### src/rtl/lsu_stage.sv
// -----------------------------------------------------------------------------
// lsu_stage -- memory stage between the execute ALU and writeback.
//
// Holds one instruction at a time. Loads and stores do a request/grant/response
// exchange with the data memory: store data is replicated across byte lanes
// with a matching byte mask, and load data is sign- or zero-extended from the
// addressed lane. Any other instruction passes the ALU result to writeback.
// Misaligned accesses (when ALIGN_CHECK=1) and illegal funct3 values skip the
// bus and report exc along with the writeback.
//
// Ports
//   clk, resetn                 clock, asynchronous active-low reset
//   in_valid / in_ready         execute-side handshake (in_ready only in IDLE)
//   in_addr, in_wdata, in_inst  ALU result, rs2 value, instruction word
//   mem_req / mem_gnt           bus request, accepted when mem_gnt is high
//   mem_we, mem_addr            store flag, word-aligned address
//   mem_wmask, mem_wdata        byte enables, lane-replicated store data
//   mem_rvalid, mem_rdata       load response
//   wb_valid / wb_ready         writeback handshake
//   wb_we, wb_rd, wb_data       register write enable, destination, value
//   exc                         misaligned or illegal access (with wb_valid)
// -----------------------------------------------------------------------------
module lsu_stage #(
  parameter bit ALIGN_CHECK = 1'b1
) (
  input  logic        clk,
  input  logic        resetn,
  input  logic        in_valid,
  output logic        in_ready,
  input  logic [31:0] in_addr,
  input  logic [31:0] in_wdata,
  input  logic [31:0] in_inst,
  output logic        mem_req,
  output logic        mem_we,
  output logic [31:0] mem_addr,
  output logic [3:0]  mem_wmask,
  output logic [31:0] mem_wdata,
  input  logic        mem_gnt,
  input  logic        mem_rvalid,
  input  logic [31:0] mem_rdata,
  output logic        wb_valid,
  input  logic        wb_ready,
  output logic        wb_we,
  output logic [4:0]  wb_rd,
  output logic [31:0] wb_data,
  output logic        exc
);

  localparam logic [6:0] OP_LOAD  = 7'b0000011;
  localparam logic [6:0] OP_STORE = 7'b0100011;

  typedef enum logic [1:0] {IDLE, REQ, RESP, OUT} state_t;

  state_t state_q, state_d;

  // Attributes of the captured instruction needed after IDLE.
  logic       is_store_q;
  logic [2:0] f3_q;
  logic [1:0] off_q;

  // ---------------------------------------------------------------------------
  // Decode of the incoming instruction (only meaningful in IDLE with in_valid)
  // ---------------------------------------------------------------------------
  logic [6:0]  op;
  logic [2:0]  f3;
  logic [4:0]  rd;
  logic [1:0]  off;
  logic        is_load, is_store, is_mem;
  logic        illegal, misaligned, exc_in;
  logic [3:0]  st_mask;
  logic [31:0] st_data;
  logic        unused_inst;

  assign op       = in_inst[6:0];
  assign rd       = in_inst[11:7];
  assign f3       = in_inst[14:12];
  assign off      = in_addr[1:0];
  assign is_load  = (op == OP_LOAD);
  assign is_store = (op == OP_STORE);
  assign is_mem   = is_load | is_store;

  // Immediate/funct7 bits are irrelevant to this stage.
  assign unused_inst = ^in_inst[31:15];

  // Stores: funct3 3..7 illegal. Loads: 3, 6 and 7 illegal.
  assign illegal = is_store ? (f3[2] | (f3[1:0] == 2'b11))
                 : is_load  ? ((f3[1:0] == 2'b11) | (f3[2] & f3[1]))
                 : 1'b0;

  assign misaligned = ALIGN_CHECK && is_mem &&
                      (((f3[1:0] == 2'b01) && off[0]) ||
                       ((f3[1:0] == 2'b10) && (off != 2'b00)));

  assign exc_in = illegal | misaligned;

  always_comb begin
    // NOTE: every output of a combinational block gets a default first, so no
    // path through the case leaves it unassigned and a latch is never inferred.
    st_mask = 4'b1111;
    st_data = in_wdata;
    case (f3[1:0])
      2'b00: begin
        st_mask = 4'b0001 << off;
        st_data = {4{in_wdata[7:0]}};
      end
      2'b01: begin
        st_mask = off[1] ? 4'b1100 : 4'b0011;
        st_data = {2{in_wdata[15:0]}};
      end
      default: ;
    endcase
  end

  // ---------------------------------------------------------------------------
  // Load-data formatting from the captured funct3 and byte offset
  // ---------------------------------------------------------------------------
  logic [7:0]  lane_b;
  logic [15:0] lane_h;
  logic [31:0] ld_data;

  always_comb begin
    lane_b = mem_rdata[7:0];
    case (off_q)
      2'b01:   lane_b = mem_rdata[15:8];
      2'b10:   lane_b = mem_rdata[23:16];
      2'b11:   lane_b = mem_rdata[31:24];
      default: ;
    endcase
  end

  assign lane_h = off_q[1] ? mem_rdata[31:16] : mem_rdata[15:0];

  always_comb begin
    ld_data = mem_rdata;
    case (f3_q)
      3'b000:  ld_data = {{24{lane_b[7]}}, lane_b};
      3'b100:  ld_data = {24'h0, lane_b};
      3'b001:  ld_data = {{16{lane_h[15]}}, lane_h};
      3'b101:  ld_data = {16'h0, lane_h};
      default: ;
    endcase
  end

  // ---------------------------------------------------------------------------
  // Handshake outputs follow the state directly, so an asynchronous reset
  // drops mem_req and wb_valid at once.
  // ---------------------------------------------------------------------------
  assign in_ready = (state_q == IDLE);
  assign mem_req  = (state_q == REQ);
  assign wb_valid = (state_q == OUT);

  // ---------------------------------------------------------------------------
  // FSM
  // ---------------------------------------------------------------------------
  always_ff @(posedge clk or negedge resetn) begin
    // NOTE: sequential state is written with non-blocking assignments so every
    // flop samples pre-edge values regardless of block ordering.
    if (!resetn) state_q <= IDLE;
    else         state_q <= state_d;
  end

  always_comb begin
    state_d = state_q;
    case (state_q)
      IDLE: if (in_valid) state_d = (is_mem && !exc_in) ? REQ : OUT;
      REQ: begin
        if (mem_gnt) begin
          // A response arriving with the grant completes the load directly.
          if (is_store_q || mem_rvalid) state_d = OUT;
          else                          state_d = RESP;
        end
      end
      RESP:    if (mem_rvalid) state_d = OUT;
      OUT:     if (wb_ready)   state_d = IDLE;
      default: state_d = IDLE;
    endcase
  end

  // ---------------------------------------------------------------------------
  // Datapath registers
  // ---------------------------------------------------------------------------
  always_ff @(posedge clk or negedge resetn) begin
    // NOTE: datapath registers are reset too because their reset values are
    // visible on the bus and writeback ports.
    if (!resetn) begin
      is_store_q <= 1'b0;
      f3_q       <= 3'b000;
      off_q      <= 2'b00;
      mem_we     <= 1'b0;
      mem_addr   <= 32'h0;
      mem_wmask  <= 4'h0;
      mem_wdata  <= 32'h0;
      wb_we      <= 1'b0;
      wb_rd      <= 5'd0;
      wb_data    <= 32'h0;
      exc        <= 1'b0;
    end else begin
      case (state_q)
        IDLE: begin
          if (in_valid) begin
            is_store_q <= is_store;
            f3_q       <= f3;
            off_q      <= off;
            wb_rd      <= rd;
            wb_we      <= 1'b0;
            wb_data    <= 32'h0;
            exc        <= 1'b0;
            if (is_mem && !exc_in) begin
              mem_we    <= is_store;
              mem_addr  <= {in_addr[31:2], 2'b00};
              mem_wmask <= is_store ? st_mask : 4'h0;
              mem_wdata <= is_store ? st_data : 32'h0;
            end else if (exc_in) begin
              exc <= 1'b1;
            end else begin
              wb_data <= in_addr;
              wb_we   <= (rd != 5'd0);
            end
          end
        end
        REQ: begin
          if (mem_gnt && mem_rvalid && !is_store_q) begin
            wb_data <= ld_data;
            wb_we   <= (wb_rd != 5'd0);
          end
        end
        RESP: begin
          if (mem_rvalid) begin
            wb_data <= ld_data;
            wb_we   <= (wb_rd != 5'd0);
          end
        end
        default: ;
      endcase
    end
  end

endmodule

### config.mk
export PLATFORM = sky130hd
export DESIGN_NAME = lsu_stage
export DESIGN_NICKNAME = d
export VERILOG_FILES = /design/src/rtl/lsu_stage.sv
export SDC_FILE = /design/constraint.sdc
export NUM_CORES = 1
export LEC_CHECK = 0
export ABC_AREA = 1
export ABC_CLOCK_PERIOD_IN_PS = 3770
export CORE_ASPECT_RATIO = 0.8
export CORE_UTILIZATION = 47
export CTS_CLUSTER_SIZE = 24
export DETAILED_ROUTE_END_ITERATION = 10
export PLACE_DENSITY = 0.86
export SETUP_SLACK_MARGIN = 0.02
export SLEW_MARGIN = 30
export SYNTH_ARGS = -nofsm -noshare
export SYNTH_HDL_FRONTEND = slang
export SYNTH_SLANG_ARGS = --single-unit
### constraint.sdc
create_clock -name clk -period 3.77 [get_ports clk]
set_clock_uncertainty 0.1 [all_clocks]
set_input_delay 0.754 -clock clk [delete_from_list [all_inputs] [get_ports clk]]
set_output_delay 0.754 -clock clk [all_outputs]
set_load 0.02 [all_outputs]
# ---- Word-level counts from Yosys, hierarchy flattened
# Cells that the tools add are included.
# Widths: inputs -> output; s select.
dict set report classes {
  n_eq_ne 19
  shift 1
  mux 31
  n_bitwise 5
  n_reduce_logical 21
}
# cell count
set ops {}
lappend ops {{$mux 32} 6}
lappend ops {{$pmux 32 s4} 1}
lappend ops {{$pmux 32 s3} 1}
lappend ops {{$pmux 32 s2} 1}
lappend ops {{$pmux 8 s3} 1}
lappend ops {{$mux 16} 1}
lappend ops {{$eq 2x2->1 const B} 6}
lappend ops {{$mux 1} 10}
lappend ops {{$mux 2} 5}
lappend ops {{$reduce_bool 5->1} 2}
lappend ops {{$mux 4} 2}
lappend ops {{$pmux 2 s4} 1}
lappend ops {{$pmux 4 s2} 1}
lappend ops {{$reduce_and 4->1} 2}
lappend ops {{$eq 7x2->1 const B} 1}
lappend ops {{$eq 7x6->1 const B} 1}
lappend ops {{$eq 2x1->1 const B} 3}
lappend ops {{$eq 3x3->1 const B} 2}
lappend ops {{$logic_and 1x1->1} 6}
lappend ops {{$ne 2x1->1 const B} 3}
lappend ops {{$logic_not 2->1} 2}
lappend ops {{$ne 2x2->1 const B} 2}
lappend ops {{$or 1x1->1} 4}
lappend ops {{$shl 1x2->4 const A} 1}
lappend ops {{10 further kinds} 12}
dict set report totals {
  reg_bits 114
  in_bits 134
  output_inout_bits 111
  elab_cells 89
}

# ---- Depth between registers and ports, before layout
# Gate-level depths: netlist of run 1.
dict set report depth {
  ltp_word 10
  depth_mapped 11
  depth_no_buf 9
}

# ---- Least setup slack after synthesis of run 1
# OpenSTA, ideal clock, no wires.
dict set report synth_path {
  kind {flip-flop to flip-flop}
  from {reg state_q[0]}
  to {reg mem_addr[10]}
  setup_ns 0.117
  arrival_time_ns 1.735
  t_required_ns 3.553
  slack_ns 1.818
  path_stages_with_launch 11
  n_path_buf 3
  period_less_slack_ns 1.952
  path_cell_list {dfrtp_1 > inv_1 > ha_1 > nand2_1 > inv_1 > buf_2 > nand2_2 > buf_6 > buf_6 > nand2_1 > nand2_1}
}
dict set report synth_between {
  elab_chain_len 2
}
# item line
set synth_rtl {}
lappend synth_rtl {{start, declared} 54} ;# state_t state_q, state_d;
lappend synth_rtl {{start signal, assigned} 159} ;# else state_q <= state_d;
lappend synth_rtl {{$logic_not 2->1} n/a}
lappend synth_rtl {{net in_ready} 29} ;# output logic in_ready,
lappend synth_rtl {{$reduce_and 3->1 (no line)} n/a}
lappend synth_rtl {{end signal, assigned} 210} ;# mem_addr <= {in_addr[31:2], 2'b00};
lappend synth_rtl {{end, declared} 35} ;# output logic [31:0] mem_addr,
# The timed path passes the listed nets, and every way through them passes these cells.
# A chain may end at the register's enable or synchronous reset.

# ---- Final worst setup path of run 1
dict set report layout_path {
  from {reg state_q[0]}
  to {out in_ready}
}
dict set report layout_between {
  elab_chain_len 1
}
# item line
set layout_rtl {}
lappend layout_rtl {{$logic_not 2->1} 148} ;# assign in_ready = (state_q == IDLE);
lappend layout_rtl {{end, declared} 29}
# No other way between the ends.

==> key figures, run 1 <==
STA
  • WHS: 262 ps
  • Final-report hold violation count: 0
  • Relative slew slack: 50.2%
  • Final min period: 2730 ps
  • RSZ-0062 raised after global routing: no
  • Fin crit share: 72.5%
  • Worst slew pin tran: 745 ps
  • Slew Viols, Final: 0
  • Setup_tns: 0 ps
  • Max Clk Rate: 366 MHz
  • Final WS setup: 1040 ps
  • Setup-failing EPs final: 0

Worst setup path
  • Worst R2R Setup Slack: 1060 ps
  • CP required: 2920 ps
  • Reg-to-Reg End: mem_addr[5]
  • Arrival @ worst endpoint: 1880 ps
  • R2R depth: 10
  • Critical Path Fanout Max: 5
  • RR Startpoint: state_q[0]
  • CP Capture Type: output port
  • Setup Crit Path Kind: reg2out
  • Nature of the critical path startpoint: register

Detailed routing
  • Routed Antenna Nets: 0
  • Vias/cell: 5.21
  • Drt wl/cell: 16.3 um
  • Drt total wl: 19900 um
  • DRT Pass-1 Iters: 6
  • Residual DRC count: 0
  • Iter 0 DRT Violations: 481
  • Via count of the routed design: 6393

Clocking
  • CTS tree: done
  • Hold_buf cts: 0
  • Clock Sinks: 114
  • CTS Buf Count: 17
  • Number of setup buffers added after CTS: 0
  • Post-cts resize count: 0
  • Skew-Pair Late Insertion Delay: 400 ps
  • # H-tree levels: 4
  • CTS clk-pin slew, worst paths: 60 ps
  • Max clock buf depth: 2
  • Clock Root Buffer: clkbuf_16

Place
  • Hpwl dp: 14000 um
  • Dpl ws: 680 ps
  • Post-Place Cells: 1194
  • Port-buffer cells: 225
  • Placed cell areas: 0.00837 mm2
  • Final GP Congestion: 0.942

Logic synthesis
  • Top post-synthesis cells by area: dfrtp_1 (47%), nand2_1 (22%), nand3_1 (10%)
  • Top_reg_cell synth: dfrtp_1
  • Synth warn: 0
  • Sequential area share after synthesis: 47.3%
  • Synth Instances: 833
  • Distinct cells, synth: 30
  • Synthesized cell area: 0.00603 mm2
  • Count leader, synth: nand2_1
  • Share of Yosys cell area claimed by the top area cell type: 47.3%
  • Yosys top cell by area: dfrtp_1
  • Post-synth EDFFs: 0
  • Flop and latch count out of synthesis: 114
  • Syn_area_per_cell: 7.24 um2
  • Async SR Flop Fraction: 100%
  • Synth cell count leaders: nand2_1 (350), nand3_1 (126), dfrtp_1 (114)

Final layout
  • Final net count: 1180
  • Number of standard cells in the final layout excluding fillers: 1226
  • Post-layout instance area: 0.00896 mm2
  • Antenna cells: 0
  • Layout cell share with drive strength beyond 1: 5.78%
  • Layout area overhead: 48.6%

Die
  • Die height: 103 um
  • Core area: 0.0123 mm2
  • # rows: 36
  • Die area: 0.0133 mm2
  • Top Ports: 245
  • Chip Width: 129 um
  • Starting Density: 48.9%

Pwr
  • Lkg Pwr: 4.46 nW
  • Pwr per Cell Area: 705 mW/mm2
  • VDD IR-drop max: 0.511 mV

GRT
  • Grt met2 use: 46.9%
  • Vias in the first global route: 5927
  • Largest net degree at the start of global routing: 80
  • Met1 Usage GRT: 42.3%
  • Met3 Track Usage GR: 7.87%
  • Initial antenna violation count: 0
  • Gr usage total: 30.5%
  • Global-route wire length before repair: 30900 um
  • GRT overflow: 0
  • Top Usage Layer GRT: met2

Run
  • Max Cap Viol: 0

Min path
  • Hold Path Class: in2async

Outcome
  • Status: finished clean
-- worst max-delay path, stage by stage, from the launching register on --
cell             delay [ps]
dfrtp_1                 420
inv_1                   140
ha_1                    280
clkdlybuf4s50_1         640
-- routing by layer --
layer	vias to the layer above	share of wire (%)
li1	3103	-
met1	2959	44
met2	296	46
met3	35	8.4
met4	0	1.9
met5	-	0
-- power breakdown --
part           total, mW  leakage [nW]  internal (mW)  switching [mW]
combinational       3.00          2.68           1.15            1.84
clock               1.58         0.274          0.980           0.602
sequential          1.74          1.51           1.51           0.226
total               6.32          4.46           3.65            2.67
-- cell families (layout without fill, tap and decap cells) --
| logic type | count (synthesis) | in the layout | share of synthesized area [%] |
|---|---|---|---|
| flops | 114 | 114 | 47.3 |
| simple gates | 555 | 555 | 38.7 |
| buf+inv | 85 | 306 | 6.47 |
| compound gates | 74 | 74 | 6.62 |
| fa+ha+maj | 4 | 4 | 0.830 |
| other cells | 1 | 2 | 0.0622 |
-- cell usage in the layout (no fill, tap or decap) --
cell type          n
nand2_1          350
clkdlybuf4s50_1  224
nand3_1          126
dfrtp_1          113
nor2_1            50
a21oi_1           43
inv_1             30
o21ai_0           18
clkbuf_16         17
buf_4             12
nand4_1            8
a21boi_0           8
nor3_1             7
inv_2              4
nand3b_1           4
ha_1               4
clkinvlp_4         4
clkinv_4           4
nor2_4             3
inv_6              3
nand2_2            2
o22ai_1            2
conb_1             2
bufinv_16          2
buf_12             2
nor3_2             1
o21ai_1            1
nand2_4            1
o21ai_2            1
or2_2              1
nor4_1             1
clkinv_1           1
nor2_2             1
o211ai_1           1
clkbuf_1           1
clkinv_2           1
dfrtp_2            1
buf_6              1
-- sequential cells by signal (all words and copies together), names as in the netlist --
register	count
mem_wdata	32
wb_data	32
mem_addr	30
wb_rd	5
mem_wmask	4
f3_q	3
off_q	2
state_q	2
exc	1
is_store_q	1
mem_we	1
wb_we	1
-- final cells by class --
type | count | area [um2]
inverter | 35 | 131
clock buffer | 18 | 429
multi-input combinational | 635 | 2790
clock inverter | 14 | 156
timing repair buffer | 239 | 2380
tap | 171 | 214
fill | 1004 | 3380
sequential | 114 | 2850
-- metrics by stage --
stage	utilization [%]	total power, mW
2_1_floorplan	-	3.57
3_3_place_gp	67.8	4.63
3_5_place_dp	67.8	4.69
4_1_cts	72.6	6.31
5_1_grt	72.6	6.74
6_report	72.6	6.32
-- how the worst max path moves through the flow --
| stage | start | end | slack (ps) | cells after the start |
|---|---|---|---|---|
| floorplan | state_q[0] | mem_addr[10] | 1820 | 10 |
| global placement | in_valid | mem_addr[14] | 680 | 9 |
| detailed placement | in_valid | mem_addr[14] | 680 | 9 |
| CTS | state_q[0] | in_ready | 1040 | 3 |
| global route | state_q[0] | mem_wdata[29] | 900 | 10 |
| finish | state_q[0] | in_ready | 1040 | 3 |
Power figures use the tool's default switching activity.
==> run 2, diff against run 1 <==
ABC_CLOCK_PERIOD_IN_PS = 2750   (was 3770)
CORE_UTILIZATION = 44   (was 47)
PLACE_DENSITY = 0.82   (was 0.86)
clock period = 2.75 ns   (was 3.77 ns; I/O delays follow)
==> run 2 against run 1 <==
Effect of this change:
- count of clock-buffer cells in the layout is 2 higher
- critical path depth unchanged
- register-to-register slack lost 390 ps
- critical endpoint unchanged
- worst hold slack got worse by 250 ps
- first-iteration DRC count is 20% higher
- highest routed layer unchanged
- global-route usage down 1.3 points
- non-clock buffer count grew 8
==> key figures, run 2 (synthesis results as in run 1) <==
Outcome
  • Status: finished clean

Final layout
  • Layout cell share with drive strength beyond 1: 6.30% (+0.52 points)
  • Fillers: 1073 (+6.9%)
  • Most common cell after layout, fill and taps aside: nand2_1
  • Multi-input gate area: 0.00279 mm2 (unchanged)
  • Antenna cells: 0 (unchanged)
  • Layout area overhead: 50.3%
  • Most frequent cells in the layout: nand2_1 (350), clkdlybuf4s50_1 (224), nand3_1 (126), dfrtp_1 (114), nor2_1 (50)
  • Largest registers: mem_wdata: 32 flops, wb_data: 32 flops, mem_addr: 30 flops
  • FF+latch area: 0.00285 mm2 (about the same)
  • Final net count: 1188 (+0.68%)

Worst setup path
  • CP Capture Type: output port
  • Setup Crit Path Kind: reg2out
  • Critical Path Fanout Max: 5 (unchanged)
  • Arrival @ worst endpoint: 1810 ps (-70 ps)
  • RR Startpoint: off_q[1]
  • Worst R2R Setup Slack: 670 ps (-390 ps)
  • Reg-to-Reg End: wb_data[29]
  • Nature of the critical path startpoint: register
  • CP required: 2100 ps (-820 ps)
  • R2R depth: 7 (-3)

Place
  • Hpwl dp: 14400 um (+3.1%)
  • Final GP Congestion: 0.939 (-0.32%)
  • Port-buffer cells: 225 (unchanged)

Clocking
  • Number of setup buffers added after CTS: 0 (unchanged)
  • # H-tree levels: 4 (unchanged)
  • Max clock buf depth: 2 (unchanged)
  • Skew-Pair Late Insertion Delay: 410 ps (about the same)
  • Hold_buf cts: 0 (unchanged)
  • Clock Sinks: 114 (unchanged)
  • Post-cts resize count: 0 (unchanged)
  • CTS tree: done
  • Clock Root Buffer: clkbuf_16
  • CTS Buf Count: 17 (unchanged)
  • CTS clk-pin slew, worst paths: 60 ps (about the same)

Detailed routing
  • Vias/cell: 5.18 (-0.71%)
  • Residual DRC count: 0 (unchanged)
  • Iter 0 DRT Violations: 578 (+20%)
  • Drt wl/cell: 16.1 um (-1.1%)
  • Drt total wl: 19900 um (-0.10%)
  • DRT Pass-1 Iters: 5 (-1)
  • Routed Antenna Nets: 0 (unchanged)
  • Via count of the routed design: 6410 (+0.27%)

Run
  • Max Cap Viol: 0 (unchanged)

STA
  • Setup_tns: 0 ps (unchanged)
  • Relative slew slack: 63.5% (+13 points)
  • Max Clk Rate: 406 MHz
  • Slew Viols, Final: 0 (unchanged)
  • Setup-failing EPs final: 0 (unchanged)
  • Final-report hold violation count: 0 (unchanged)
  • RSZ-0062 raised after global routing: no
  • Final min period: 2460 ps
  • Fin crit share: 89.6%
  • Worst slew pin tran: 546 ps (-199 ps)

GRT
  • GRT overflow: 0 (unchanged)
  • Gr usage total: 29.2% (-1.3 points)
  • Largest net degree at the start of global routing: 68 (-15%)
  • Global-route wire length before repair: 31900 um (+3.3%)
  • Initial antenna violation count: 0 (unchanged)
  • Vias in the first global route: 6105 (+3.0%)

Pwr
  • VDD IR-drop max: 0.741 mV (+45%)
  • Pwr Total: 8.84 mW (+40%)
  • Pwr per Cell Area: 976 mW/mm2 (+38%)
  • Lkg Pwr: 4.53 nW (+1.4%)

Die
  • Top Ports: 245 (unchanged)
  • Starting Density: 46.0% (-2.8 points)
  • Die area: 0.0142 mm2 (+6.7%)
  • Chip Width: 133 um (+3.3%)
  • Core area: 0.0131 mm2 (+6.2%)
  • # rows: 37 (+2.8%)
  • Die height: 107 um (+3.3%)

Min path
  • Hold Path Class: in2async
-- run 2: cell types whose count changed in the layout (fill, tap and decap cells not counted), sizes merged --
cell / previous run / this run
inv: 37 / 34
buf: 15 / 23
clkbuf: 18 / 20
clkinvlp: 4 / 3
clkinv: 6 / 7
bufinv: 2 / 3
-- run 2: stage by stage --
stage / utilization [%] / hold WS, ps / setup slack (ps) / instance area (um2) / std cells
after floorplan: - / 154 / 798 / 6030 / 834
after global placement: 64.5 / 354 / 361 / 8450 / 1206
after detailed placement: 64.5 / 358 / 328 / 8450 / 1206
after CTS: 69.2 / 15.1 / 284 / 9060 / 1238
after global routing: 69.2 / 35.6 / 204 / 9060 / 1238
final: 69.2 / 6.99 / 285 / 9060 / 1238
-- run 2: critical path, stage by stage, from the launching register on --
cell	delay [ps]
dfrtp_1	420
inv_1	110
ha_1	250
clkdlybuf4s50_1	630
-- run 2: cell type report --
cell class / count / area share, %
well taps: 175 / 2.42
clock buffers: 20 / 5.04
multi-input cells: 635 / 30.8
clock inverters: 12 / 1.74
repair buffers: 247 / 27.1
inverters: 35 / 1.45
flip-flops and latches: 114 / 31.5
-- run 2: worst max-delay path by stage --
stage | start | to | slack [ps] | cells after the start
floorplan | state_q[0] | mem_addr[10] | 800 | 10
global placement | in_inst[12] | mem_wdata[30] | 360 | 9
detailed placement | in_inst[12] | mem_wdata[4] | 330 | 8
CTS | state_q[0] | in_ready | 280 | 3
global route | state_q[0] | in_ready | 200 | 3
finish | state_q[0] | in_ready | 290 | 3
-- run 2: where the power goes --
group	switching [mW]	total [mW]	internal [mW]	leakage (nW)
clock network	0.800	2.27	1.47	0.292
logic	2.56	4.23	1.67	2.72
registers	0.271	2.34	2.07	1.51
total	3.63	8.84	5.22	4.53
-- run 2: metal layers --
metal  wire length, um  up-vias  GRT usage (%)
met4               241        0           8.54
met3              1710       29           6.52
met5                 0        -              0
met1              8950     2944           41.9
met2              9010      312           44.1
li1                  -     3125              -
